**src/rtl/uart_pkg.sv**
```systemverilog
// Shared definitions for the UART receive path: FSM state encoding and
// default frame/oversampling constants.
package uart_pkg;

  typedef enum logic [2:0] {
    IDLE,
    START,
    DATA,
    PARITY,
    STOP
  } rx_state_t;

  localparam int unsigned DBIT       = 8;
  localparam int unsigned SB_TICK    = 16;
  localparam int unsigned OVERSAMPLE = 16;

endpackage

```
**src/rtl/sync_2ff.sv**
```systemverilog
// Generic two-flop synchronizer for asynchronous inputs; the reset value is
// a parameter so idle-high lines can come out of reset in their idle state.
module sync_2ff #(
  parameter int unsigned       WIDTH     = 1,
  parameter logic [WIDTH-1:0]  RESET_VAL = '0
) (
  input  logic             clk,
  input  logic             reset,
  input  logic [WIDTH-1:0] d,
  output logic [WIDTH-1:0] q
);

  logic [WIDTH-1:0] meta;

  always_ff @(posedge clk) begin
    if (!reset) begin
      meta <= RESET_VAL;
      q    <= RESET_VAL;
    end else begin
      meta <= d;
      q    <= meta;
    end
  end

endmodule

```
**src/rtl/uart_rx_parity.sv**
```systemverilog
// UART receiver with parity and stop-bit checking, 16x oversampled by s_tick.
// Delivers each frame as a one-cycle rx_done_tick with dout and error flags.
module uart_rx_parity #(
  parameter int unsigned DBIT       = uart_pkg::DBIT,
  parameter int unsigned SB_TICK    = uart_pkg::SB_TICK,
  parameter bit          PARITY_ODD = 1'b0
) (
  input  logic            clk,
  input  logic            reset,
  input  logic            rx,
  input  logic            s_tick,
  output logic [DBIT-1:0] dout,
  output logic            rx_done_tick,
  output logic            parity_err,
  output logic            frame_err
);
  import uart_pkg::*;

  localparam int unsigned     NW        = (DBIT > 1) ? $clog2(DBIT) : 1;
  localparam logic [3:0]      S_MID     = 4'(OVERSAMPLE / 2 - 1);
  localparam logic [3:0]      S_LAST    = 4'(OVERSAMPLE - 1);
  localparam logic [3:0]      S_STOP    = 4'(SB_TICK - 1);
  localparam logic [NW-1:0]   N_LAST    = NW'(DBIT - 1);

  rx_state_t       state;
  logic [3:0]      s;
  logic [NW-1:0]   n;
  logic [DBIT-1:0] b;
  logic            p;
  logic            perr_n;
  logic            rx_s;

  sync_2ff #(
    .WIDTH    (1),
    .RESET_VAL(1'b1)
  ) u_rx_sync (
    .clk  (clk),
    .reset(reset),
    .d    (rx),
    .q    (rx_s)
  );

  always_ff @(posedge clk) begin
    if (!reset) begin
      state        <= IDLE;
      s            <= '0;
      n            <= '0;
      b            <= '0;
      p            <= 1'b0;
      perr_n       <= 1'b0;
      dout         <= '0;
      rx_done_tick <= 1'b0;
      parity_err   <= 1'b0;
      frame_err    <= 1'b0;
    end else begin
      rx_done_tick <= 1'b0;
      unique case (state)
        IDLE: begin
          if (!rx_s) begin
            s     <= '0;
            state <= START;
          end
        end
        START: begin
          if (s_tick) begin
            if (s == S_MID) begin
              // A line that is high again at mid-bit was only a glitch.
              if (!rx_s) begin
                s     <= '0;
                n     <= '0;
                p     <= PARITY_ODD;
                state <= DATA;
              end else begin
                state <= IDLE;
              end
            end else begin
              s <= s + 4'd1;
            end
          end
        end
        DATA: begin
          if (s_tick) begin
            if (s == S_LAST) begin
              s <= '0;
              b <= {rx_s, b[DBIT-1:1]};
              p <= p ^ rx_s;
              if (n == N_LAST) begin
                state <= PARITY;
              end else begin
                n <= n + NW'(1);
              end
            end else begin
              s <= s + 4'd1;
            end
          end
        end
        PARITY: begin
          if (s_tick) begin
            if (s == S_LAST) begin
              s      <= '0;
              perr_n <= p ^ rx_s;
              state  <= STOP;
            end else begin
              s <= s + 4'd1;
            end
          end
        end
        STOP: begin
          if (s_tick) begin
            if (s == S_STOP) begin
              dout         <= b;
              parity_err   <= perr_n;
              frame_err    <= ~rx_s;
              rx_done_tick <= 1'b1;
              state        <= IDLE;
            end else begin
              s <= s + 4'd1;
            end
          end
        end
        default: state <= IDLE;
      endcase
    end
  end

endmodule

```
**config.mk**
```make
export PLATFORM = sky130hd
export DESIGN_NAME = uart_rx_parity
export DESIGN_NICKNAME = d
export VERILOG_FILES = /design/src/rtl/uart_pkg.sv /design/src/rtl/sync_2ff.sv /design/src/rtl/uart_rx_parity.sv
export SDC_FILE = /design/constraint.sdc
export NUM_CORES = 1
export LEC_CHECK = 0
export CORE_ASPECT_RATIO = 0.8
export CORE_UTILIZATION = 35
export CTS_BUF_LIST = sky130_fd_sc_hd__clkbuf_8
export DETAILED_ROUTE_END_ITERATION = 10
export GPL_TIMING_DRIVEN = 0
export PLACE_DENSITY = 0.5
export SLEW_MARGIN = 20
export SYNTH_ARGS = -nofsm -noshare
export SYNTH_HDL_FRONTEND = slang
export SYNTH_SLANG_ARGS = --single-unit
```
**constraint.sdc**
```tcl
create_clock -name clk -period 5.4 [get_ports clk]
set_clock_uncertainty 0.2 [all_clocks]
set_input_delay 0.81 -clock clk [delete_from_list [all_inputs] [get_ports clk]]
set_output_delay 0.81 -clock clk [all_outputs]
set_load 0.02 [all_outputs]
```
# After elaboration in Yosys (flattened, before gate mapping)
# Index checks and enable logic that the tools add are counted.
# W data, S select, Z words.
[classes]
n_eq_ne = 21
bitwise = 2
muxes = 34
reduce_logical = 12
n_addsub = 2
[op_table]
columns = ["op", "count"]
rows = [
  ["$mux W3", 16],
  ["$mux W4", 7],
  ["$ne A2 B2 Y1 const B", 13],
  ["$pmux W4 S4", 1],
  ["$pmux W3 S5", 1],
  ["$reduce_and A3 Y1", 4],
  ["$reduce_and A10 Y1", 1],
  ["$reduce_and A7 Y1", 1],
  ["$eq A3 B2 Y1 const B", 2],
  ["$eq A3 B3 Y1 const B", 2],
  ["$mux W1", 6],
  ["$pmux W3 S2", 1],
  ["$reduce_and A6 Y1", 1],
  ["$reduce_and A5 Y1", 1],
  ["$add A4 B1 Y4 const B", 1],
  ["$eq A4 B3 Y1 const B", 1],
  ["$eq A4 B4 Y1 const B", 1],
  ["$reduce_bool A4 Y1", 1],
  ["$add A3 B1 Y3 const B", 1],
  ["$eq A3 B1 Y1 const B", 1],
  ["$logic_not A3 Y1", 1],
  ["$mux W2", 1],
  ["$ne A2 B1 Y1 const B", 1],
  ["$pmux W1 S2", 1],
  ["4 further kinds", 4],
]
[word_totals]
ff_bits = 33
elab_cells = 83

# Depth between registers and ports, before layout
# Gate-level depths: netlist of run 1.
[logic_depth]
ltp_word = 5
ltp_mapped = 6
mapped_depth_nobuf = 6

# Modules after synthesis
# From an unflattened synthesis of run 1, not the netlist that was laid out.
[hier_totals]
hier_cells = 165
area_unflattened_um2 = 1575.3
[by_module_without_submodules]
columns = ["module", "cells_per_inst", "instances", "seq_area_each_um2", "area_per_inst_um2"]
rows = [
  ["uart_rx_parity", 161, 1, 620.6, 1522.7],
  ["sync_2ff", 4, 1, 40.0, 52.6],
]

# Least setup slack after synthesis of run 1
# No wires, ideal clock.
[synth_path]
path_kind = "input -> register"
start = "input port s_tick"
end = "register n[0]"
stages = 6
arrival_time_ns = 1.853
slack_ns = 3.280
setup_ns = 0.067
cell_sequence = "buf_4 and4_4 nand3_4 buf_6 or3_1 a21oi_2"
[synth_between]
elab_chain_cells = 2
word_cells_on_any_way = 3
[synth_rtl]
columns = ["item", "line", "text"]
rows = [
  ["start, declared", "uart_rx_parity.sv:11", "input logic s_tick,"],
  ["$ne A2 B2 Y1 (no source line)", "--", ""],
  ["$reduce_and A7 Y1 (no source line) *", "--", ""],
  ["end signal, assigned", "uart_rx_parity.sv:90", "n <= n + NW'(1);"],
  ["end, declared", "uart_rx_parity.sv:27", "logic [NW-1:0] n;"],
]
# Mark *: on every way between the ends. The rest lies on a longest branch, timed or not.
# A chain may end at the register's enable or synchronous reset.

# Final worst setup path of run 1
[layout_path]
start = "register dout[6]"
end = "output port dout[6]"
[layout_lines]
columns = ["item", "line", "text"]
rows = [
  ["start, declared", "uart_rx_parity.sv:12", "output logic [DBIT-1:0] dout,"],
  ["start signal, assigned", "uart_rx_parity.sv:51", "dout <= '0;"],
  ["start signal, assigned", "uart_rx_parity.sv:111", "dout <= b;"],
]
# No word-level cell between the ends.

==> metrics.cfg, run 1 <==
[timing]
rsz0062_at_grt = false
fin_crit_ns = 2.23
worstMarginPinSlew_ns = 0.502
fmax_mhz = 449
drv_slew = 0
maxSlewHeadroom = 0.665
period_share = 0.413
holdWs_ns = 0.208
fin_setup_tns_ns = 0
finalHoldViolCount = 0
setup-violations-final = 0

[worst_setup_path]
crit_chain = clkdlybuf4s50_1
critical_path.slowest_cell = clkdlybuf4s50_1
crit_type = register to output pin
max_stage_delay_ns = 0.61
critical-path-top-delay-family = buffers and inverters
cp.arrival_ns = 1.22
cp.required_ns = 4.39
crit_fanout = 2
cp-start-kind = register
end_kind = output pin
crit_buf_inv = 1

[grt]
antenna_found_initial = 0
grt_max_degree = 11
grt_overflow = 0
grt_pass1_wl_um = 5740
grt_pass1_vias = 1205
grt_usage = 0.160

[power_and_ir_drop]
power.density_mw_per_mm2 = 334
p_leak_nw = 0.726
power_mw = 0.622
ir_drop_uv = 146

[die]
io_pins = 15
die_w_um = 76.3
die_area_mm2 = 0.00469
start_util = 0.368
die_h_um = 61.5
core_area_mm2 = 0.00420
row_count = 21

[finish]
fin_area_mm2 = 0.00186
drive_gt1_frac = 0.106
multi_input_comb_area_um2 = 810
diodes = 0
final_util = 0.443
fin_nets = 205
syn_to_final_growth_pct = 20.6
regArea_um2 = 661
fillers = 427

[synth]
yosysSeqAreaShare = 0.427
synth_ff_type = dfxtp_1
syn_area_per_cell_um2 = 8.69
synth_cell_types = 48
synth_enable_flop_cells = 0
netlist_instances = 178
synth_area_mm2 = 0.00155
synth_seq_cells = 33
ys_warn_count = 0
syn_nets = 185
synth-async-reset-ratio = 0

[clocking]
cts.sinks = 33
cts_hold_buf = 0
clk_pin_slew_worst_paths_ns = 0.07
clk_latency_ns = 0.28
numCtsBuffers = 5
cts_tree = done
cts_resized = 0
h-tree-depth = 2
clockBufferDepth = 2
cts_setup_buffers = 0
cts-root-buf = clkbuf_8

[route]
wl_per_cell_um = 13.4
num_vias = 1311
ant_nets = 0
viasPerCell = 5.12
drc_errors = 0
routed_wl_um = 3440
drt-initial-drc-count = 84
dr.pass1.iters = 4

[placed_design]
postPlaceCellArea_mm2 = 0.00175
gp_congestion = 0.866
port-buffer-count = 13
dp_hpwl_um = 2510

[run]
maxCapViolCount = 0

[status]
status = completed

[worst_hold_path]
hold_class = register to register

[per-layer routing]
layer | share of wire | track usage | vias up
met5 | 0 | 0 | -
met4 | 0.016 | 0.0824 | 0
met1 | 0.52 | 0.223 | 606
met3 | 0.034 | 0.0400 | 7
met2 | 0.43 | 0.230 | 25
li1 | - | - | 673
[cell families after synthesis]
group           share of synthesized area
fa+ha+maj                          0.0243
xor+xnor                           0.0227
buf+inv                            0.0493
compound gates                      0.163
mux                                0.0583
simple gates                        0.255
flops                               0.427
[layout make-up]
type / count / area share
plain buffers: 11 / 0.0329
clock buffers: 6 / 0.0443
clock inverters: 2 / 0.0181
inverters: 4 / 0.00805
multi-input cells: 130 / 0.434
flip-flops and latches: 33 / 0.354
well taps: 57 / 0.0383
repair buffers: 13 / 0.0698
[where the power goes]
part / leakage [nW] / switching [mW] / total [mW] / internal, mW
sequential: 0.267 / 0.0111 / 0.264 / 0.253
combinational: 0.397 / 0.0782 / 0.122 / 0.0435
clock: 0.0626 / 0.0881 / 0.237 / 0.149
total: 0.726 / 0.177 / 0.622 / 0.445
[worst paths after layout]
| check | start | to | slack [ns] | cells past startpoint |
|---|---|---|---|---|
| max | dout[6] | dout[6] | 3.17 | 1 |
| min | u_rx_sync.meta | u_rx_sync.q | 0.21 | 1 |
| min reg2reg | u_rx_sync.meta | u_rx_sync.q | 0.21 | 1 |
| max reg2reg | s[0] | n[0] | 3.42 | 6 |
[metrics by stage]
step | cells | setup slack [ns]
after CTS | 256 | 3.16
after detailed placement | 248 | 2.95
final | 256 | 3.17
after global routing | 256 | 3.11
after global placement | 248 | 3.04
after floorplan | 178 | 3.28
[cells in the mapped netlist (all sizes together), types with 2 or more instances]
cell type,n,area [µm²]
o2111ai,2,17.5
a211oi,2,15.0
inv,3,11.3
o21a,2,15.0
nand2b,3,18.8
dfxtp,33,661
and2,2,12.5
o211ai,2,15.0
or3b,3,26.3
buf,7,46.3
a31oi,2,12.5
nor2,18,72.6
ha,3,37.5
clkbuf,4,15.0
nand3,6,42.5
mux2i,9,90.1
nand3b,2,15.0
o21ai,4,20.0
xor2,3,26.3
a32oi,3,26.3
a21oi,15,78.8
nand2,30,113
nand4,2,12.5
[state kept, by name (all words and copies together) (netlist names)]
register	count
b	8
dout	8
frame_err	1
n	3
p	1
parity_err	1
perr_n	1
rx_done_tick	1
s	4
state	3
u_rx_sync.meta	1
u_rx_sync.q	1
[placed cells by master (no fill, tap or decap), types with 3 or more instances in the layout]
cell type and n:
a21oi_1 14, a32oi_1 3, buf_2 4, clkbuf_1 4
clkbuf_8 6, clkdlybuf4s50_1 13, dfxtp_1 33, ha_1 3
inv_1 3, mux2i_1 9, nand2_1 30, nand2b_1 3
nand3_1 5, nor2_1 16, o21ai_1 3, or3b_1 3
xor2_1 3
No activity file was read; power rests on OpenSTA's default activity.
==> run 2: changes to the inputs <==
==> constraint.sdc (replaced) <==
create_clock -name clk -period 2.1 [get_ports clk]
set_clock_uncertainty 0.2 [all_clocks]
set_input_delay 0.315 -clock clk [delete_from_list [all_inputs] [get_ports clk]]
set_output_delay 0.315 -clock clk [all_outputs]
set_load 0.02 [all_outputs]
==> results of run 2 <==
Same layout as run 1 (identical final DEF). Status: completed.
Among the figures that moved: setup slack after placement 2.95 ns -> 0.146 ns; setup slack after layout 3.17 ns -> 0.124 ns; hold slack 0.208 ns -> 0.201 ns; start point of the critical path dout[6] -> s[0]; end point of the critical path dout[6] -> n[0]; register-to-register setup slack 3.42 ns -> 0.12 ns; end point of the worst hold path u_rx_sync.q -> s[2]; total power 0.622 mW -> 1.60 mW; worst IR drop on VDD 146 µV -> 374 µV
==> run 3: changes to the inputs <==
--- a/config.mk
+++ b/config.mk
@@ -15,3 +15,4 @@
 export SYNTH_ARGS = -nofsm -noshare
 export SYNTH_HDL_FRONTEND = slang
 export SYNTH_SLANG_ARGS = --single-unit
+export TNS_END_PERCENT = 50
==> constraint.sdc (replaced) <==
create_clock -name clk -period 2.5 [get_ports clk]
set_clock_uncertainty 0.2 [all_clocks]
set_input_delay 0.375 -clock clk [delete_from_list [all_inputs] [get_ports clk]]
set_output_delay 0.375 -clock clk [all_outputs]
set_load 0.02 [all_outputs]
==> results of run 3 <==
Same layout as run 1 (identical final DEF). Status: completed.
Among the figures that moved: setup slack after placement 2.95 ns -> 0.486 ns; setup slack after layout 3.17 ns -> 0.524 ns; start point of the critical path dout[6] -> s[0]; end point of the critical path dout[6] -> n[0]; register-to-register setup slack 3.42 ns -> 0.52 ns; total power 0.622 mW -> 1.34 mW; worst IR drop on VDD 146 µV -> 314 µV
